<file path="src/rtl/writeback_buffered_if.sv">
// Writeback bus: memory-stage results in, register-file/CSR results out.
// Signal names match the writeback stage port list so both ends read the same.
//   slave  : the writeback stage (consumes in_*, flush, out_ready; drives the rest)
//   master : the surrounding pipeline / bench (drives in_*, flush, out_ready)
interface writeback_buffered_if #(
  parameter int unsigned XLEN = 64,
  parameter int unsigned RD_W = 5
);
  // Memory stage -> writeback
  logic            in_valid;
  logic            in_ready;
  logic [XLEN-1:0] in_pc;
  logic [31:0]     in_ins;
  logic [XLEN-1:0] in_alu;
  logic [XLEN-1:0] in_mem_data;
  logic [2:0]      in_addr_lo;
  logic [XLEN-1:0] in_csr_data;
  logic [RD_W-1:0] in_rd;
  logic            in_reg_w;
  logic            in_mem_r;
  logic            in_csr_w;
  logic            flush;

  // Writeback -> register file / CSR unit
  logic            out_valid;
  logic            out_ready;
  logic            out_reg_w;
  logic [RD_W-1:0] out_rd;
  logic [XLEN-1:0] out_data;
  logic            out_csr_w;
  logic [XLEN-1:0] out_csr_data;
  logic [XLEN-1:0] out_pc;
  logic [31:0]     retire_count;

  modport slave (
    input  in_valid, in_pc, in_ins, in_alu, in_mem_data, in_addr_lo, in_csr_data,
    input  in_rd, in_reg_w, in_mem_r, in_csr_w, flush, out_ready,
    output in_ready, out_valid, out_reg_w, out_rd, out_data, out_csr_w, out_csr_data,
    output out_pc, retire_count
  );

  modport master (
    output in_valid, in_pc, in_ins, in_alu, in_mem_data, in_addr_lo, in_csr_data,
    output in_rd, in_reg_w, in_mem_r, in_csr_w, flush, out_ready,
    input  in_ready, out_valid, out_reg_w, out_rd, out_data, out_csr_w, out_csr_data,
    input  out_pc, retire_count
  );
endinterface

</file>
<file path="src/rtl/writeback_buffered.sv">
// Buffered writeback stage.
// Accepts completed instructions over a valid/ready handshake, computes the final
// register value (link address, extended load data or ALU result) at push time and
// queues it in a DEPTH-entry FIFO presented to the register file / CSR unit.
// Ports:
//   clk  - clock
//   rst  - synchronous active-high reset
//   bus  - writeback_buffered_if.slave: in_* handshake + payload, flush,
//          out_* handshake + payload, retire_count (pops since reset, wrapping)
module writeback_buffered #(
  parameter int unsigned XLEN   = 64,
  parameter int unsigned RD_W   = 5,
  parameter int unsigned PC_INC = 4,
  parameter int unsigned DEPTH  = 2
) (
  input logic                  clk,
  input logic                  rst,
  writeback_buffered_if.slave  bus
);

  localparam int unsigned AW = $clog2(DEPTH);

  localparam logic [6:0] OpJal  = 7'b1101111;
  localparam logic [6:0] OpJalr = 7'b1100111;

  // FIFO state
  logic [AW-1:0] wr_ptr_q, wr_ptr_d;
  logic [AW-1:0] rd_ptr_q, rd_ptr_d;
  logic [AW:0]   count_q,  count_d;
  logic [31:0]   retire_q, retire_d;

  // FIFO storage (not reset; masked by count when empty)
  logic [XLEN-1:0] data_q     [DEPTH];
  logic [XLEN-1:0] csr_data_q [DEPTH];
  logic [XLEN-1:0] pc_q       [DEPTH];
  logic [RD_W-1:0] rd_q       [DEPTH];
  logic            reg_w_q    [DEPTH];
  logic            csr_w_q    [DEPTH];

  logic empty, full, push, pop;
  logic [XLEN-1:0] wb_data;
  logic [XLEN-1:0] shifted;
  logic [6:0]      opcode;
  logic [2:0]      funct3;
  logic            wb_reg_w;

  assign empty = (count_q == '0);
  assign full  = (count_q == (AW+1)'(DEPTH));

  // in_ready depends only on registered occupancy, never on out_ready.
  assign bus.in_ready  = ~full;
  assign bus.out_valid = ~empty;

  assign push = bus.in_valid & ~full;
  assign pop  = ~empty & bus.out_ready;

  // Result select, evaluated on the incoming instruction.
  assign opcode   = bus.in_ins[6:0];
  assign funct3   = bus.in_ins[14:12];
  assign shifted  = bus.in_mem_data >> {bus.in_addr_lo, 3'b000};
  assign wb_reg_w = bus.in_reg_w & (bus.in_rd != '0);

  always_comb begin
    wb_data = bus.in_alu;
    if (opcode == OpJal || opcode == OpJalr) begin
      wb_data = bus.in_pc + XLEN'(PC_INC);
    end else if (bus.in_mem_r) begin
      // With XLEN=32, the full-width and zero-word cases both reduce to the
      // sign-word result since there are no upper bits to fill.
      unique case (funct3)
        3'b000:  wb_data = XLEN'($signed(shifted[7:0]));
        3'b001:  wb_data = XLEN'($signed(shifted[15:0]));
        3'b010:  wb_data = XLEN'($signed(shifted[31:0]));
        3'b011:  wb_data = shifted;
        3'b100:  wb_data = XLEN'(shifted[7:0]);
        3'b101:  wb_data = XLEN'(shifted[15:0]);
        3'b110:  wb_data = XLEN'(shifted[31:0]);
        default: wb_data = '0;
      endcase
    end
  end

  // Next-state for pointers and counters; flush outranks push/pop.
  always_comb begin
    wr_ptr_d = wr_ptr_q;
    rd_ptr_d = rd_ptr_q;
    count_d  = count_q;
    retire_d = retire_q;
    if (bus.flush) begin
      wr_ptr_d = '0;
      rd_ptr_d = '0;
      count_d  = '0;
    end else begin
      if (push) wr_ptr_d = wr_ptr_q + 1'b1;
      if (pop) begin
        rd_ptr_d = rd_ptr_q + 1'b1;
        retire_d = retire_q + 32'd1;
      end
      unique case ({push, pop})
        2'b10:   count_d = count_q + 1'b1;
        2'b01:   count_d = count_q - 1'b1;
        default: count_d = count_q;
      endcase
    end
  end

  always_ff @(posedge clk) begin
    if (rst) begin
      wr_ptr_q <= '0;
      rd_ptr_q <= '0;
      count_q  <= '0;
      retire_q <= '0;
    end else begin
      wr_ptr_q <= wr_ptr_d;
      rd_ptr_q <= rd_ptr_d;
      count_q  <= count_d;
      retire_q <= retire_d;
    end
  end

  always_ff @(posedge clk) begin
    if (!rst && !bus.flush && push) begin
      data_q[wr_ptr_q]     <= wb_data;
      csr_data_q[wr_ptr_q] <= bus.in_csr_data;
      pc_q[wr_ptr_q]       <= bus.in_pc;
      rd_q[wr_ptr_q]       <= bus.in_rd;
      reg_w_q[wr_ptr_q]    <= wb_reg_w;
      csr_w_q[wr_ptr_q]    <= bus.in_csr_w;
    end
  end

  // Head payload reads zero while the FIFO is empty.
  assign bus.out_data     = empty ? '0 : data_q[rd_ptr_q];
  assign bus.out_csr_data = empty ? '0 : csr_data_q[rd_ptr_q];
  assign bus.out_pc       = empty ? '0 : pc_q[rd_ptr_q];
  assign bus.out_rd       = empty ? '0 : rd_q[rd_ptr_q];
  assign bus.out_reg_w    = empty ? 1'b0 : reg_w_q[rd_ptr_q];
  assign bus.out_csr_w    = empty ? 1'b0 : csr_w_q[rd_ptr_q];
  assign bus.retire_count = retire_q;

endmodule

</file>
<file path="src/flat_wrapper.sv">
// flat-port wrapper written by rule: the top's interface ports become plain ports
module writeback_buffered_flat 
#(
  parameter int unsigned XLEN   = 64,
  parameter int unsigned RD_W   = 5,
  parameter int unsigned PC_INC = 4,
  parameter int unsigned DEPTH  = 2
)
  (clk, rst, bus_in_valid, bus_in_pc, bus_in_ins, bus_in_alu, bus_in_mem_data, bus_in_addr_lo, bus_in_csr_data, bus_in_rd, bus_in_reg_w, bus_in_mem_r, bus_in_csr_w, bus_flush, bus_out_ready, bus_in_ready, bus_out_valid, bus_out_reg_w, bus_out_rd, bus_out_data, bus_out_csr_w, bus_out_csr_data, bus_out_pc, bus_retire_count);
  writeback_buffered_if #(.XLEN(XLEN), .RD_W(RD_W)) bus_i ();
  input logic clk;
  input logic rst;
  input wire logic [$bits(bus_i.in_valid)-1:0] bus_in_valid;
  input wire logic [$bits(bus_i.in_pc)-1:0] bus_in_pc;
  input wire logic [$bits(bus_i.in_ins)-1:0] bus_in_ins;
  input wire logic [$bits(bus_i.in_alu)-1:0] bus_in_alu;
  input wire logic [$bits(bus_i.in_mem_data)-1:0] bus_in_mem_data;
  input wire logic [$bits(bus_i.in_addr_lo)-1:0] bus_in_addr_lo;
  input wire logic [$bits(bus_i.in_csr_data)-1:0] bus_in_csr_data;
  input wire logic [$bits(bus_i.in_rd)-1:0] bus_in_rd;
  input wire logic [$bits(bus_i.in_reg_w)-1:0] bus_in_reg_w;
  input wire logic [$bits(bus_i.in_mem_r)-1:0] bus_in_mem_r;
  input wire logic [$bits(bus_i.in_csr_w)-1:0] bus_in_csr_w;
  input wire logic [$bits(bus_i.flush)-1:0] bus_flush;
  input wire logic [$bits(bus_i.out_ready)-1:0] bus_out_ready;
  output wire logic [$bits(bus_i.in_ready)-1:0] bus_in_ready;
  output wire logic [$bits(bus_i.out_valid)-1:0] bus_out_valid;
  output wire logic [$bits(bus_i.out_reg_w)-1:0] bus_out_reg_w;
  output wire logic [$bits(bus_i.out_rd)-1:0] bus_out_rd;
  output wire logic [$bits(bus_i.out_data)-1:0] bus_out_data;
  output wire logic [$bits(bus_i.out_csr_w)-1:0] bus_out_csr_w;
  output wire logic [$bits(bus_i.out_csr_data)-1:0] bus_out_csr_data;
  output wire logic [$bits(bus_i.out_pc)-1:0] bus_out_pc;
  output wire logic [$bits(bus_i.retire_count)-1:0] bus_retire_count;
  assign bus_i.in_valid = bus_in_valid;
  assign bus_i.in_pc = bus_in_pc;
  assign bus_i.in_ins = bus_in_ins;
  assign bus_i.in_alu = bus_in_alu;
  assign bus_i.in_mem_data = bus_in_mem_data;
  assign bus_i.in_addr_lo = bus_in_addr_lo;
  assign bus_i.in_csr_data = bus_in_csr_data;
  assign bus_i.in_rd = bus_in_rd;
  assign bus_i.in_reg_w = bus_in_reg_w;
  assign bus_i.in_mem_r = bus_in_mem_r;
  assign bus_i.in_csr_w = bus_in_csr_w;
  assign bus_i.flush = bus_flush;
  assign bus_i.out_ready = bus_out_ready;
  assign bus_in_ready = bus_i.in_ready;
  assign bus_out_valid = bus_i.out_valid;
  assign bus_out_reg_w = bus_i.out_reg_w;
  assign bus_out_rd = bus_i.out_rd;
  assign bus_out_data = bus_i.out_data;
  assign bus_out_csr_w = bus_i.out_csr_w;
  assign bus_out_csr_data = bus_i.out_csr_data;
  assign bus_out_pc = bus_i.out_pc;
  assign bus_retire_count = bus_i.retire_count;
  writeback_buffered #(.XLEN(XLEN), .RD_W(RD_W), .PC_INC(PC_INC), .DEPTH(DEPTH)) u_core (.clk(clk), .rst(rst), .bus(bus_i));
endmodule
</file>
<file path="config.mk">
export PLATFORM = sky130hd
export DESIGN_NAME = writeback_buffered_flat
export DESIGN_NICKNAME = d
export VERILOG_FILES = /design/src/rtl/writeback_buffered_if.sv /design/src/rtl/writeback_buffered.sv /design/src/flat_wrapper.sv
export SDC_FILE = /design/constraint.sdc
export NUM_CORES = 1
export LEC_CHECK = 0
export ABC_AREA = 1
export CAP_MARGIN = 20
export CORE_ASPECT_RATIO = 0.75
export CORE_MARGIN = 4
export CORE_UTILIZATION = 36
export DETAILED_ROUTE_END_ITERATION = 16
export PLACE_DENSITY_LB_ADDON = 0.08
export SLEW_MARGIN = 40
export SYNTH_ARGS = -nofsm -noshare
export SYNTH_HDL_FRONTEND = slang
export SYNTH_SLANG_ARGS = --single-unit
export TNS_END_PERCENT = 100
</file>
<file path="constraint.sdc">
create_clock -name clk -period 23.1 [get_ports clk]
set_input_delay 2.31 -clock clk [delete_from_list [all_inputs] [get_ports clk]]
set_output_delay 2.31 -clock clk [all_outputs]
set_load 0.02 [all_outputs]
</file>
## After elaboration in Yosys (flattened, before gate mapping)

Memory sizes are Yosys's and may differ from the RTL's. A register that Yosys moved wholly into a read port is not among the register bits.
Index checks and enable logic that the tools add are counted.

| operators by class | value |
|---|---|
| div/mod/pow operators | 0 |
| shifts and indexed selects | 1 |
| eq/ne operators | 11 |
| multiply operators | 0 |
| bitwise logic cells | 6 |
| mux-type cells | 24 |
| magnitude comparators | 0 |
| reductions and logical operators | 11 |
| add/subtract/negate cells | 6 |

Operators with widths:

| operator | count |
|---|---|
| 64-bit case mux with 7 select lines | 1 |
| 64-bit 2-to-1 mux | 5 |
| 64-bit by 3-bit adder with 64-bit output (second input constant) | 1 |
| 64-bit by 6-bit >> shifter with 64-bit output | 1 |
| 32-bit by 1-bit adder with 32-bit output (second input constant) | 1 |
| 1-bit 2-to-1 mux | 16 |
| 7-bit == test (second input constant) | 2 |
| 3-bit == test (second input constant) | 3 |
| 3-bit by 2-bit == test with 1-bit output (second input constant) | 2 |
| 5-bit 2-to-1 mux | 1 |
| 5-bit nonzero test | 1 |
| 2-bit == test (second input constant) | 2 |
| 2-bit case mux with 2 select lines | 1 |
| 1-bit AND | 3 |
| 3-bit by 1-bit == test with 1-bit output (second input constant) | 1 |
| 3-bit logical NOT | 1 |
| 1-bit NOT | 3 |
| 1-bit adder (second input constant) | 2 |
| 2-bit by 1-bit adder with 2-bit output (second input constant) | 1 |
| 2-bit by 1-bit == test with 1-bit output (second input constant) | 1 |
| 1-bit logical AND | 2 |
| 1-bit logical NOT | 2 |
| 2-bit logical NOT | 1 |
| 2-bit AND reduction | 1 |
| other kinds (4) | 4 |

| storage, ports and cells | value |
|---|---|
| bits in latches | 0 |
| input port bits | 304 |
| output and inout bits | 233 |
| register bits | 36 |
| logic and storage cells | 69 |
| memories kept | 6 |
| memory bits (read-only) | 0 |
| RAM bits | 398 |

Memories:

| name | depth | bits a word | rd ports | clocked after memory_dff | wr ports | line | source |
|---|---|---|---|---|---|---|---|
| u_core.csr_data_q | 2 | 64 | 1 | 1 | 1 | writeback_buffered.sv:34 | `logic [XLEN-1:0] csr_data_q [DEPTH];` |
| u_core.data_q | 2 | 64 | 1 | 1 | 1 | writeback_buffered.sv:33 | `logic [XLEN-1:0] data_q [DEPTH];` |
| u_core.pc_q | 2 | 64 | 1 | 1 | 1 | writeback_buffered.sv:35 | `logic [XLEN-1:0] pc_q [DEPTH];` |
| u_core.rd_q | 2 | 5 | 1 | 1 | 1 | writeback_buffered.sv:36 | `logic [RD_W-1:0] rd_q [DEPTH];` |
| u_core.csr_w_q | 2 | 1 | 1 | 1 | 1 | writeback_buffered.sv:38 | `logic csr_w_q [DEPTH];` |
| u_core.reg_w_q | 2 | 1 | 1 | 1 | 1 | writeback_buffered.sv:37 | `logic reg_w_q [DEPTH];` |

## Depth between registers and ports, before layout

| depth | value |
|---|---|
| word-level depth | 6 |
| depth in mapped cells | 14 |
| depth with buffers taken out | 13 |

## Least setup slack after synthesis

OpenSTA, ideal clock, no wires.

| timing | value |
|---|---|
| path type | input port to flip-flop |
| start point | input port rst |
| end point | memory u_core.csr_data_q[1][0] (enable) |
| stages on the path | 4 |
| setup time | 1002 ps |
| arrival time | 16336 ps |
| path buffers | 1 |
| slack | 5763 ps |
| cells stage by stage | clkbuf_1 > inv_1 > nand2_1 > nor3_1 |

| between the ends | value |
|---|---|
| word-level cells in the longest chain between the ends | 5 |

Ends and longest elaborated chain:

| what | line | source |
|---|---|---|
| from (decl) | flat_wrapper.sv:12 | `input logic rst;` |
| 1-bit logical NOT | writeback_buffered.sv:122 | `if (!rst && !bus.flush && push) begin` |
| 1-bit logical AND (2 in series) | writeback_buffered.sv:122 |  |
| 1-bit 2-to-1 mux | writeback_buffered.sv:122 |  |
| 1-bit 2-to-1 mux (not written as such) | writeback_buffered.sv:124 | `csr_data_q[wr_ptr_q] <= bus.in_csr_data;` |
| to (decl) | writeback_buffered.sv:34 |  |

No other way between the ends.

==> metrics.txt <==
RSZ-0062 raised after global routing=no; period utilisation layout=0.271; highest-count cells in the layout ignoring fill and taps=nand2_1, clkdlybuf4s50_1, edfxtp_1; syn nets=2942; TritonCTS clock tree=built; CTS Hold Buffers Added=0; synth warn=0; CTS root buf=clkbuf_16; Total Routing Usage GR=0.243; DP Worst Slack=17290 ps; die area=0.0666 sq mm; CP arrival=3940 ps; final instance area=0.0299 sq mm; Setup TNS=0 ps; Crit path required time=20790 ps; max_cap viols=0; placed insts=3837; sequential area share after synthesis=0.564; cell area power density=62.8 mW/mm^2; Synth async-reset ratio=0; Netlist cell types=45; Area after DPL=0.0283 sq mm; Die Width=297 um; Worst-Skew Late Latency=590 ps; max frequency=0.160 GHz; drt pass-1 iters=6; register area=0.0127 sq mm; post-CTS sizing=0; num rows=79; EDFF count, synth=398; setup bufs post-CTS=0; Port Buffers=513; Multi-input gate area=0.00871 sq mm; Yosys reg bits=435; starting density of the core=0.363; clk slew on worst S/H paths=60 ps; final hold viol count=0; fillcell total=5892; Routed Antenna Nets=0; via count=20196; height of the chip=225 um; Avg Cell Area, Syn=8.54 sq um; crit path launch type=register; Final min period=6250 ps; TritonCTS Sinks=435; initial antenna violation count=10; final cell count without fillers=3928; GRT Residual Overflow=0; fin worst setup slack=16850 ps; Critical Path Sink Type=output port; Final GP Congestion=0.928; Layout area overhead=32.7%; Worst Hold Class=register to register; Mapped Area=0.0225 sq mm; H-tree depth=2; Slew HR=0.464; WL/cell=21.7 um; Crit Path Class=register to output port; Core Area=0.0620 sq mm; Slew Viols, Final=0; commonest non-fill, non-tap cell in the layout=nand2_1; DRT iter0 DRCs=1808; Max IR drop VDD=0.0397 mV; Setup Skew=20.7 ps; Clock Path Buffers=3; post-DP HPWL=61500 um; routed wire length=85100 um; status=completed; global-route wire length before repair=122000 um; Leakage Power=11.1 nW; share of cells above drive strength 1=0.0466; vias in the first global route=19030; crit path max fanout=99; Post-route DRC=0; IO Pins=537; final setup vio count=0; Slew @ Worst Pin=803 ps; number of nets in the layout=3383; post-DR vias/cell=5.14; pin count of the biggest net entering global routing=159; number of buffers created by CTS=46; Syn Inst Count=2635; Most used DFF post-synth=edfxtp_1
## cell type report
cell class / count / share of cell area
antenna: 7 / 0.000587
clock inverter: 21 / 0.00696
tap: 810 / 0.0339
inverter: 130 / 0.0167
clock buffer: 62 / 0.0422
sequential: 435 / 0.425
timing repair buffer: 537 / 0.183
multi-input combinational: 1926 / 0.292
## per-stage QoR
step           hold WS [ps]   util  power [mW]
2_1_floorplan           440      -        1.02
3_3_place_gp            449  0.455        1.16
3_5_place_dp            458  0.457        1.16
4_1_cts                 466  0.481        1.89
5_1_grt                 505  0.482        1.95
6_report                465  0.482        1.88
## metal layers
layer / global-route usage / wire (um) / vias to the layer above
li1: - / - / 9704
met1: 0.348 / 37800 / 9636
met2: 0.381 / 38800 / 758
met3: 0.0498 / 6690 / 90
met4: 0.0603 / 1710 / 8
met5: 0 / 55 / -
## sequential cells by signal (all words and copies together) (netlist names), named ones only
signal and count:
u_core.csr_data_q 128, u_core.count_q 2, u_core.data_q 128, u_core.pc_q 128, u_core.bus.retire_count 32, u_core.reg_w_q 2
u_core.rd_q 10, u_core.rd_ptr_q 1, u_core.wr_ptr_q 1, u_core.csr_w_q 2
## logic make-up after synthesis
| logic type | after synthesis | synth area share |
|---|---|---|
| xor gates and xnor gates | 61 | 0.0237 |
| and+or+nand+nor | 1446 | 0.262 |
| muxes | 2 | 0.000890 |
| buffers and inverters | 274 | 0.0504 |
| adders and majority gates | 3 | 0.00167 |
| DFF | 435 | 0.564 |
| AOI/OAI and AO/OA | 414 | 0.0976 |
## path summary, 6_finish.rpt
check	from	to	slack [ps]	cells after the start
hold reg to reg	u_core.wr_ptr_q	u_core.wr_ptr_q	470	2
hold / removal	u_core.wr_ptr_q	u_core.wr_ptr_q	470	2
setup / recovery	register	bus_out_data[58]	16850	6
setup reg to reg	u_core.count_q[1]	u_core.bus.retire_count[8]	19570	12
## worst max-delay path: stages, from the launching register on
cell and delay (ps):
dfxtp_4 370, inv_8 420, buf_4 580, buf_4 610, nand2_1 100, a21oi_1 500, clkdlybuf4s50_1 720
## synth_stat cells (9+ instances only)
master    instances  area, sq um
xor2_1           30          263
edfxtp_1        398        12000
nand3_2          11          110
o21ai_0          75          375
xnor2_1          31          272
clkbuf_1         90          338
nor3_1           33          165
dfxtp_1          37          741
o211ai_1         17          128
nor2_1          195          732
o21ai_1          10         50.1
nand4_1          35          219
buf_1            15         56.3
a31oi_1           9         56.3
a21oi_1         284         1420
nand3_1          95          475
buf_2            27          135
inv_1           126          473
nand2_1        1040         3900
## power breakdown
part           switching, mW  internal, mW
Sequential           0.00340         0.878
Combinational          0.160         0.105
Clock                  0.319         0.410
No activity file was read; power rests on OpenSTA's default activity.
